### src/rtl/cpu_pkg.sv
// ---------------------------------------------------------------------------
// cpu_pkg
// Shared constants for the integer pipeline.
//   - XLEN_DEF / RA_W_DEF : default datapath and register-index widths
//   - alu_op_e            : ALU operation codes driven on alu_func
//   - src1_sel_e          : ALU operand-1 source select encodings
//   - src2_sel_e          : ALU operand-2 source select encodings
// ---------------------------------------------------------------------------
package cpu_pkg;

    localparam int XLEN_DEF = 32;
    localparam int RA_W_DEF = 5;

    typedef enum logic [3:0] {
        ALU_ADD   = 4'b0000,
        ALU_SUB   = 4'b0001,
        ALU_EQ    = 4'b0010,
        ALU_SLTU  = 4'b0011,
        ALU_SLT   = 4'b0100,
        ALU_AND   = 4'b0101,
        ALU_OR    = 4'b0110,
        ALU_XOR   = 4'b0111,
        ALU_SRL   = 4'b1000,
        ALU_SLL   = 4'b1001,
        ALU_PASS2 = 4'b1010
    } alu_op_e;

    typedef enum logic [1:0] {
        SRC1_RS1  = 2'd0,
        SRC1_PC   = 2'd1,
        SRC1_ZERO = 2'd2
    } src1_sel_e;

    typedef enum logic {
        SRC2_RS  = 1'b0,
        SRC2_IMM = 1'b1
    } src2_sel_e;

endpackage

### src/rtl/id_ex_stage_fwd_mux.sv
// ---------------------------------------------------------------------------
// fwd_mux
// Single-operand priority forwarder. Selects the newest in-flight value for
// one source register: MEM-stage result first, then WB-stage result, then the
// value read from the register file at decode. Register x0 is never forwarded.
// Ports:
//   rs, rs_data             : registered source index and register-file data
//   mem_rf_we/mem_rd/mem_data : MEM-stage writeback candidate
//   wb_rf_we/wb_rd/wb_data    : WB-stage writeback candidate
//   fwd_data                : resolved operand value
// ---------------------------------------------------------------------------
module fwd_mux
    import cpu_pkg::*;
#(
    parameter int XLEN = XLEN_DEF,
    parameter int RA_W = RA_W_DEF
) (
    input  logic [RA_W-1:0] rs,
    input  logic [XLEN-1:0] rs_data,
    input  logic            mem_rf_we,
    input  logic [RA_W-1:0] mem_rd,
    input  logic [XLEN-1:0] mem_data,
    input  logic            wb_rf_we,
    input  logic [RA_W-1:0] wb_rd,
    input  logic [XLEN-1:0] wb_data,
    output logic [XLEN-1:0] fwd_data
);

    logic mem_hit;
    logic wb_hit;

    assign mem_hit = mem_rf_we && (mem_rd != '0) && (mem_rd == rs);
    assign wb_hit  = wb_rf_we  && (wb_rd  != '0) && (wb_rd  == rs);

    // MEM is younger than WB, so it wins when both target the same register.
    always_comb begin
        fwd_data = rs_data;
        if (mem_hit) begin
            fwd_data = mem_data;
        end else if (wb_hit) begin
            fwd_data = wb_data;
        end
    end

endmodule

### src/rtl/id_ex_stage.sv
// ---------------------------------------------------------------------------
// id_ex_stage
// ID/EX pipeline register with operand forwarding and load-use detection.
// Ports:
//   clk, rstn                  : clock, asynchronous active-low reset
//   stall, flush               : hold contents / replace contents with bubble
//   id_*                       : decoded instruction fields from ID
//   mem_rf_we, mem_rd, mem_fwd_data : MEM-stage forwarding source
//   wb_rf_we, wb_rd, wb_data   : WB-stage forwarding source
//   load_use_stall             : freeze request to PC and IF/ID
//   ex_valid, ex_rf_we, ex_mem_re, ex_mem_we, ex_rd, ex_pc : registered fields
//   alu_func, alu_src1, alu_src2 : ALU controls and forwarded operands
//   ex_store_data              : forwarded rs2 for stores
// ---------------------------------------------------------------------------
module id_ex_stage
    import cpu_pkg::*;
#(
    parameter int XLEN = XLEN_DEF,
    parameter int RA_W = RA_W_DEF
) (
    input  logic            clk,
    input  logic            rstn,
    input  logic            stall,
    input  logic            flush,
    input  logic            id_valid,
    input  logic [XLEN-1:0] id_pc,
    input  logic [XLEN-1:0] id_rs1_data,
    input  logic [XLEN-1:0] id_rs2_data,
    input  logic [XLEN-1:0] id_imm,
    input  logic [RA_W-1:0] id_rs1,
    input  logic [RA_W-1:0] id_rs2,
    input  logic [RA_W-1:0] id_rd,
    input  logic            id_rs1_used,
    input  logic            id_rs2_used,
    input  logic [3:0]      id_alu_func,
    input  logic [1:0]      id_src1_sel,
    input  logic            id_src2_sel,
    input  logic            id_rf_we,
    input  logic            id_mem_re,
    input  logic            id_mem_we,
    input  logic            mem_rf_we,
    input  logic [RA_W-1:0] mem_rd,
    input  logic [XLEN-1:0] mem_fwd_data,
    input  logic            wb_rf_we,
    input  logic [RA_W-1:0] wb_rd,
    input  logic [XLEN-1:0] wb_data,
    output logic            load_use_stall,
    output logic            ex_valid,
    output logic            ex_rf_we,
    output logic            ex_mem_re,
    output logic            ex_mem_we,
    output logic [RA_W-1:0] ex_rd,
    output logic [XLEN-1:0] ex_pc,
    output logic [3:0]      alu_func,
    output logic [XLEN-1:0] alu_src1,
    output logic [XLEN-1:0] alu_src2,
    output logic [XLEN-1:0] ex_store_data
);

    logic [XLEN-1:0] ex_rs1_data;
    logic [XLEN-1:0] ex_rs2_data;
    logic [XLEN-1:0] ex_imm;
    logic [RA_W-1:0] ex_rs1;
    logic [RA_W-1:0] ex_rs2;
    logic [1:0]      ex_src1_sel;
    logic            ex_src2_sel;

    logic [XLEN-1:0] fwd_rs1;
    logic [XLEN-1:0] fwd_rs2;

    logic load_use_hazard;
    logic bubble;
    logic cap_ctl;

    // A load in EX whose result is needed by the instruction in ID cannot be
    // forwarded in time; the dependent instruction must wait one cycle.
    assign load_use_hazard = id_valid && ex_valid && ex_mem_re && (ex_rd != '0) &&
                             ((id_rs1_used && (id_rs1 == ex_rd)) ||
                              (id_rs2_used && (id_rs2 == ex_rd)));

    // An external stall freezes the whole pipe, so there is nothing to
    // separate; a flush discards ID anyway, so IF/ID need not be held.
    assign load_use_stall = load_use_hazard && !stall && !flush;
    assign bubble         = flush || load_use_stall;

    // Controls of an empty decode slot must never reach EX.
    assign cap_ctl = id_valid;

    always_ff @(posedge clk or negedge rstn) begin
        if (!rstn) begin
            ex_valid    <= 1'b0;
            ex_rf_we    <= 1'b0;
            ex_mem_re   <= 1'b0;
            ex_mem_we   <= 1'b0;
            alu_func    <= '0;
            ex_rd       <= '0;
            ex_pc       <= '0;
            ex_rs1_data <= '0;
            ex_rs2_data <= '0;
            ex_imm      <= '0;
            ex_rs1      <= '0;
            ex_rs2      <= '0;
            ex_src1_sel <= '0;
            ex_src2_sel <= 1'b0;
        end else if (bubble) begin
            ex_valid    <= 1'b0;
            ex_rf_we    <= 1'b0;
            ex_mem_re   <= 1'b0;
            ex_mem_we   <= 1'b0;
            alu_func    <= '0;
            ex_rd       <= '0;
            ex_pc       <= '0;
            ex_rs1_data <= '0;
            ex_rs2_data <= '0;
            ex_imm      <= '0;
            ex_rs1      <= '0;
            ex_rs2      <= '0;
            ex_src1_sel <= '0;
            ex_src2_sel <= 1'b0;
        end else if (!stall) begin
            ex_valid    <= cap_ctl;
            ex_rf_we    <= cap_ctl && id_rf_we;
            ex_mem_re   <= cap_ctl && id_mem_re;
            ex_mem_we   <= cap_ctl && id_mem_we;
            alu_func    <= cap_ctl ? id_alu_func : 4'b0000;
            ex_rd       <= id_rd;
            ex_pc       <= id_pc;
            ex_rs1_data <= id_rs1_data;
            ex_rs2_data <= id_rs2_data;
            ex_imm      <= id_imm;
            ex_rs1      <= id_rs1;
            ex_rs2      <= id_rs2;
            ex_src1_sel <= id_src1_sel;
            ex_src2_sel <= id_src2_sel;
        end
    end

    fwd_mux #(
        .XLEN (XLEN),
        .RA_W (RA_W)
    ) u_fwd_rs1 (
        .rs        (ex_rs1),
        .rs_data   (ex_rs1_data),
        .mem_rf_we (mem_rf_we),
        .mem_rd    (mem_rd),
        .mem_data  (mem_fwd_data),
        .wb_rf_we  (wb_rf_we),
        .wb_rd     (wb_rd),
        .wb_data   (wb_data),
        .fwd_data  (fwd_rs1)
    );

    fwd_mux #(
        .XLEN (XLEN),
        .RA_W (RA_W)
    ) u_fwd_rs2 (
        .rs        (ex_rs2),
        .rs_data   (ex_rs2_data),
        .mem_rf_we (mem_rf_we),
        .mem_rd    (mem_rd),
        .mem_data  (mem_fwd_data),
        .wb_rf_we  (wb_rf_we),
        .wb_rd     (wb_rd),
        .wb_data   (wb_data),
        .fwd_data  (fwd_rs2)
    );

    // Encoding 3 is unused and treated like ZERO.
    always_comb begin
        alu_src1 = '0;
        case (ex_src1_sel)
            SRC1_RS1: alu_src1 = fwd_rs1;
            SRC1_PC:  alu_src1 = ex_pc;
            default:  alu_src1 = '0;
        endcase
    end

    assign alu_src2      = (ex_src2_sel == SRC2_IMM) ? ex_imm : fwd_rs2;
    assign ex_store_data = fwd_rs2;

endmodule

### config.mk
export PLATFORM = sky130hd
export DESIGN_NAME = id_ex_stage
export DESIGN_NICKNAME = d
export VERILOG_FILES = /design/src/rtl/cpu_pkg.sv /design/src/rtl/id_ex_stage_fwd_mux.sv /design/src/rtl/id_ex_stage.sv
export SDC_FILE = /design/constraint.sdc
export NUM_CORES = 1
export LEC_CHECK = 0
export CAP_MARGIN = 25
export CORE_AREA = 2 2 148 150
export DETAILED_ROUTE_END_ITERATION = 7
export DIE_AREA = 0 0 150 152
export PLACE_DENSITY = 0.81
export SLEW_MARGIN = 20
export SYNTH_ARGS = -nofsm -noshare
export SYNTH_HDL_FRONTEND = slang
export SYNTH_SLANG_ARGS = --single-unit
### constraint.sdc
create_clock -name clk -period 4.1 [get_ports clk]
set_input_delay 0.82 -clock clk [delete_from_list [all_inputs] [get_ports clk]]
set_output_delay 0.82 -clock clk [all_outputs]
set_load 0.1 [all_outputs]
---- Word level (Yosys, flattened, before mapping) ----
Cells that the tools add are included.
word-level totals
  register bits ........................... 154
  latch bits .............................. 0
  bits in writable memories ............... 0
  ROM bits ................................ 0
  bits of input ports ..................... 236
  output and inout port bits .............. 142
  logic and storage cells ................. 82
  memories ................................ 0
cells by class
  add/subtract/negate cells ............... 0
  $mul .................................... 0
  divide/modulo/power cells ............... 0
  magnitude comparators ................... 0
  eq/ne operators ......................... 8
  shift-type cells ........................ 0
  mux-type cells .......................... 35
  bitwise operators ....................... 0
  reduce and logical (&&, ||, !) cells .... 25
operators by type and width
  cell                                                                      number
  32-bit 2-to-1 mux                                                         13
  32-bit case mux with 2 select lines                                       1
  5-bit equality test                                                       6
  5-bit 2-to-1 mux                                                          6
  1-bit logical AND                                                         17
  5-bit nonzero test                                                        3
  4-bit 2-to-1 mux                                                          3
  1-bit 2-to-1 mux                                                          10
  2-bit 2-to-1 mux                                                          2
  2-bit by 1-bit equality test with 1-bit output (second input constant)    1
  1-bit zero test                                                           2
  2-bit zero test                                                           1
  1-bit logical OR                                                          2
  2-bit by 1-bit inequality test with 1-bit output (second input constant)  1

---- Longest topological paths before layout ----
  depth after elaboration ................. 8
  depth in mapped cells ................... 8
  depth with buffers taken out ............ 5

---- By module ----
From an unflattened synthesis, not the netlist that was laid out.
unflattened totals
  cell total of the unflattened synthesis .. 1030
  area total of the unflattened synthesis .. 11202.0 um^2
modules (own cells, without submodules)
  module       times used  cells each  area an instance (um^2)  seq. area each (um^2)
  id_ex_stage  1           660         8867.3                   3853.7
  fwd_mux      2           185         1167.4                   0.0

---- Worst setup path after synthesis ----
No wires, ideal clock.
  path type ............................... input -> output
  start ................................... in mem_rd[0]
  end ..................................... out alu_src2[0]
  arrival ................................. 4.137 ns
  required time ........................... 3.280 ns
  slack ................................... -0.857 ns
  stages on the path ...................... 6
  path buffers ............................ 1
  cell sequence ........................... or4_1 > o211a_1 > nand2_2 > buf_4 > nor3_1 > a221oi_1
on the way
  word-level cells in the longest chain between the ends .. 5
  elaborated cells between the ends (all ways) .. 6
  classes of those cells .................. 1 x eq/ne; 2 x mux; 3 x reduce/logical
RTL lines
  item                 line                       RTL
  from (decl)          id_ex_stage.sv:42          input logic [RA_W-1:0] mem_rd,
  5-bit nonzero test   id_ex_stage_fwd_mux.sv:32  assign mem_hit = mem_rf_we && (mem_rd != '0) && (mem_rd == rs);
  1-bit logical AND    id_ex_stage_fwd_mux.sv:32
  1-bit logical AND *  id_ex_stage_fwd_mux.sv:32
  32-bit 2-to-1 mux *  id_ex_stage_fwd_mux.sv:38  if (mem_hit) begin
  32-bit 2-to-1 mux *  id_ex_stage.sv:178         assign alu_src2 = (ex_src2_sel == SRC2_IMM) ? ex_imm : fwd_rs2;
  to (decl)            id_ex_stage.sv:56          output logic [XLEN-1:0] alu_src2,
Mark *: on every way between the ends. The rest lies on a longest branch, timed or not.

---- Worst setup path after layout ----
  start ................................... in wb_rd[3]
  end ..................................... out alu_src1[28]
on the way
  word-level cells in the longest chain between the ends .. 6
  elaborated cells between the ends (all ways) .. 7
  classes of those cells .................. 1 x eq/ne; 3 x mux; 3 x reduce/logical
RTL lines
  item                                   line                       RTL
  from (decl)                            id_ex_stage.sv:45          input logic [RA_W-1:0] wb_rd,
  5-bit nonzero test                     id_ex_stage_fwd_mux.sv:33  assign wb_hit = wb_rf_we && (wb_rd != '0) && (wb_rd == rs);
  1-bit logical AND                      id_ex_stage_fwd_mux.sv:33
  1-bit logical AND *                    id_ex_stage_fwd_mux.sv:33
  32-bit 2-to-1 mux *                    id_ex_stage_fwd_mux.sv:40  end else if (wb_hit) begin
  32-bit 2-to-1 mux *                    id_ex_stage_fwd_mux.sv:38
  32-bit case mux with 2 select lines *  id_ex_stage.sv:171         case (ex_src1_sel)
  to (decl)                              id_ex_stage.sv:55          output logic [XLEN-1:0] alu_src1,
Marked as above.

==> results.ini <==
[logic_synthesis]
syn_area_sq_um=9210
ys_types=40
postSynth.asyncResetShare=1.000
syn-num-nets=1224
synth_edf_count=0
synth-seq-area-share=0.4184
ys_top_cells_by_area=dfrtp_1 42%, mux2i_1 19%, nor2_1 7.7%
synth_top_flop_cell=dfrtp_1
synth.largest_area_cell=dfrtp_1
synth_warnings=0
synth_area_per_cell_sq_um=9.322
yosysTopAreaCellShare=0.4184
ys_ff_latch=154
synth_cells=988

[floorplanning]
core-area_sq_um=21350
initial_core_util=0.4314
die_height_um=152
die_area_sq_um=22800
die-width_um=150
ios=378
rows=54

[worst_setup_path]
cpMostUsedCell=buf_12
r2r.worst_path.cells=5
required_ps=3280
r2r_slack_ps=1940
worst_ep_arrival_time_ps=3190
r2r-start=ex_rd[1]
cp-start-kind=primary input
path_cells=clkdlybuf4s50_1, or4_4, o211ai_4, or2_1, buf_12, a211oi_1, o21ai_1, buf_12
r2r-end=ex_imm[21]
endpoint_kind=output pin
cp_slowest_cell=or4_4
critPathMaxFanout=14
max_stage_delay_ps=580
critical_path_class=primary input to output pin

[pwr]
peakVddDrop_uv=258.8
seq_power_share=0.305
p_clk_frac=0.290
power.density_nw_per_um2=354.9
power.switching_mw=2.141
p_leak_nw=7.021
pwr-share-comb=0.405
p_int_mw=3.369
total_power_mw=5.510
switching_share=0.3885

[clock_network]
cts.repair.resized=0
numCtsBuffers=17
cts_tree=yes
cts-root-buf=clkbuf_16
postCtsHoldBufs=0
clkLatencyLatePin_ps=420
clk_path_buf_depth=2
cts_sinks=154
clk_pin_slew_ps=70
htree_num_levels=4
post_cts_buffers=0

[sta]
setup-violations-final=0
slew_viol_final=0
relSlewSlack=0.2972
rsz0062_at_grt=false
post-route-period-util=0.9783
whs_ps=459.8
min_period_ps=4011
timing.fmax_mhz=249.3
finalHoldViolCount=0
skew_ps=11.07
fin_tns_setup_ps=0
worst_pin_slew_ps=1052

[grt]
grt_pass1_wl_um=53690
met2_usage=0.5173
met1_usage=0.3666
globalRoute.busiestLayer=met2
grt_pass1_vias=9590
antenna_found_initial=3
grt_max_degree=156
grt_overflow=0
use_met3=0.07057
grt_use_total=0.3048

[route]
wirelength_um=34620
firstDrtPassIters=5
wl_per_cell_um=21.31
ant_nets=0
vias=8968
viasPerCell=5.519
drcViolationCount=0
drt_iter0_drc=466

[placed_design]
gp_congestion=0.9099
dpl_cell_area_sq_um=14860
portBuffers=377
dp_hpwl_um=24730

[final_layout]
fin_area_sq_um=15520
layout.nets=1566
syn2layout_area_growth_pct=68.56
drive_gt1_frac=0.2018

[status]
run_status=finished, final reports clean

[flow_run]
maxCapViolCount=0

[hold_path]
hold_path_class=primary input to asynchronous set/reset pin

critical path: cells and delay by family:
| kind | cells | cell delay, ps |
|---|---|---|
| buf+inv | 3 | 890 |
| compound gates | 3 | 620 |
| simple gates | 2 | 840 |
placed cells by master, fill, tap and decap left out, types with 21 or more instances in the layout:
cell	synthesis	final
a211oi_1	32	26
a21oi_2	1	32
a221oi_4	0	30
buf_12	3	111
clkdlybuf4s50_1	0	278
dfrtp_1	154	153
inv_1	64	64
mux2i_1	178	178
nand2_1	35	35
nor2_1	189	187
nor3_1	65	64
o21ai_0	35	33
o21ai_2	0	30
xnor2_1	21	21
per-stage QoR:
step	setup WS, ps	cells	util
floorplan	27.73	988	-
global placement	93.46	1590	0.6959
detailed placement	22.78	1590	0.6959
CTS	15.83	1622	0.7233
global route	19.24	1625	0.7271
finish	88.78	1625	0.7271
registers in the layout, indices dropped and copies added (netlist names), 2 cells and up:
name         cells
ex_imm          32
ex_pc           32
ex_rs1_data     32
ex_rs2_data     32
ex_rd            5
ex_rs1           5
ex_rs2           5
alu_func         4
ex_src1_sel      2
power groups by stage:
stage	registers, mW	logic (mW)	clock network [mW]
floorplan	1.85	1.18	0
global placement	1.70	2.20	0
detailed placement	1.71	2.23	0
CTS	1.68	2.24	1.62
global route	1.69	2.32	1.70
finish	1.68	2.23	1.60
cell usage after synthesis, types with 2 or more instances:
master,count
a22oi_1,7
a21oi_1,33
xnor2_1,21
inv_1,64
buf_6,11
a221oi_2,30
buf_12,3
nor2_1,189
nand2_1,35
buf_1,10
xor2_1,8
nor3_1,65
mux2i_1,178
nor2b_1,2
nor4_1,2
nand3_1,2
or4_1,2
a211oi_1,32
o21ai_0,35
clkbuf_1,32
a221oi_1,2
o21ai_1,30
buf_2,20
buf_4,6
dfrtp_1,154
layer usage:
metal	wire, um	share of wire
met1	13160	0.38
met2	17630	0.51
met3	2540	0.073
met4	1282	0.037
met5	16	0.00046
final cells by class:
class / instances / area (sq um)
timing repair buffer: 405 / 5175
tap: 280 / 350.3
fill: 1495 / 5826
clock inverter: 12 / 138.9
antenna: 2 / 5.005
inverter: 64 / 240.2
multi-input combinational: 688 / 5311
clock buffer: 20 / 446.7
sequential: 154 / 3857
worst max path at each step:
stage	startpoint	to	cells past startpoint
finish	wb_rd[3]	alu_src1[28]	8
global route	mem_rd[0]	alu_src2[29]	8
CTS	mem_rd[0]	alu_src1[31]	9
detailed placement	mem_rd[0]	alu_src1[31]	9
global placement	mem_rd[0]	alu_src1[31]	9
floorplan	wb_rd[3]	alu_src1[28]	6
cell families (layout without fill, tap and decap cells):
group,count (synthesis),after routing,synth area share
and+or+nand+nor,305,305,0.1387
muxes,178,178,0.1935
buffers and inverters,146,501,0.07893
other,0,2,0
xor gates and xnor gates,29,29,0.02758
AOI/OAI and AO/OA,176,176,0.1429
DFF,154,154,0.4184
(Power assumes the default switching activity.)
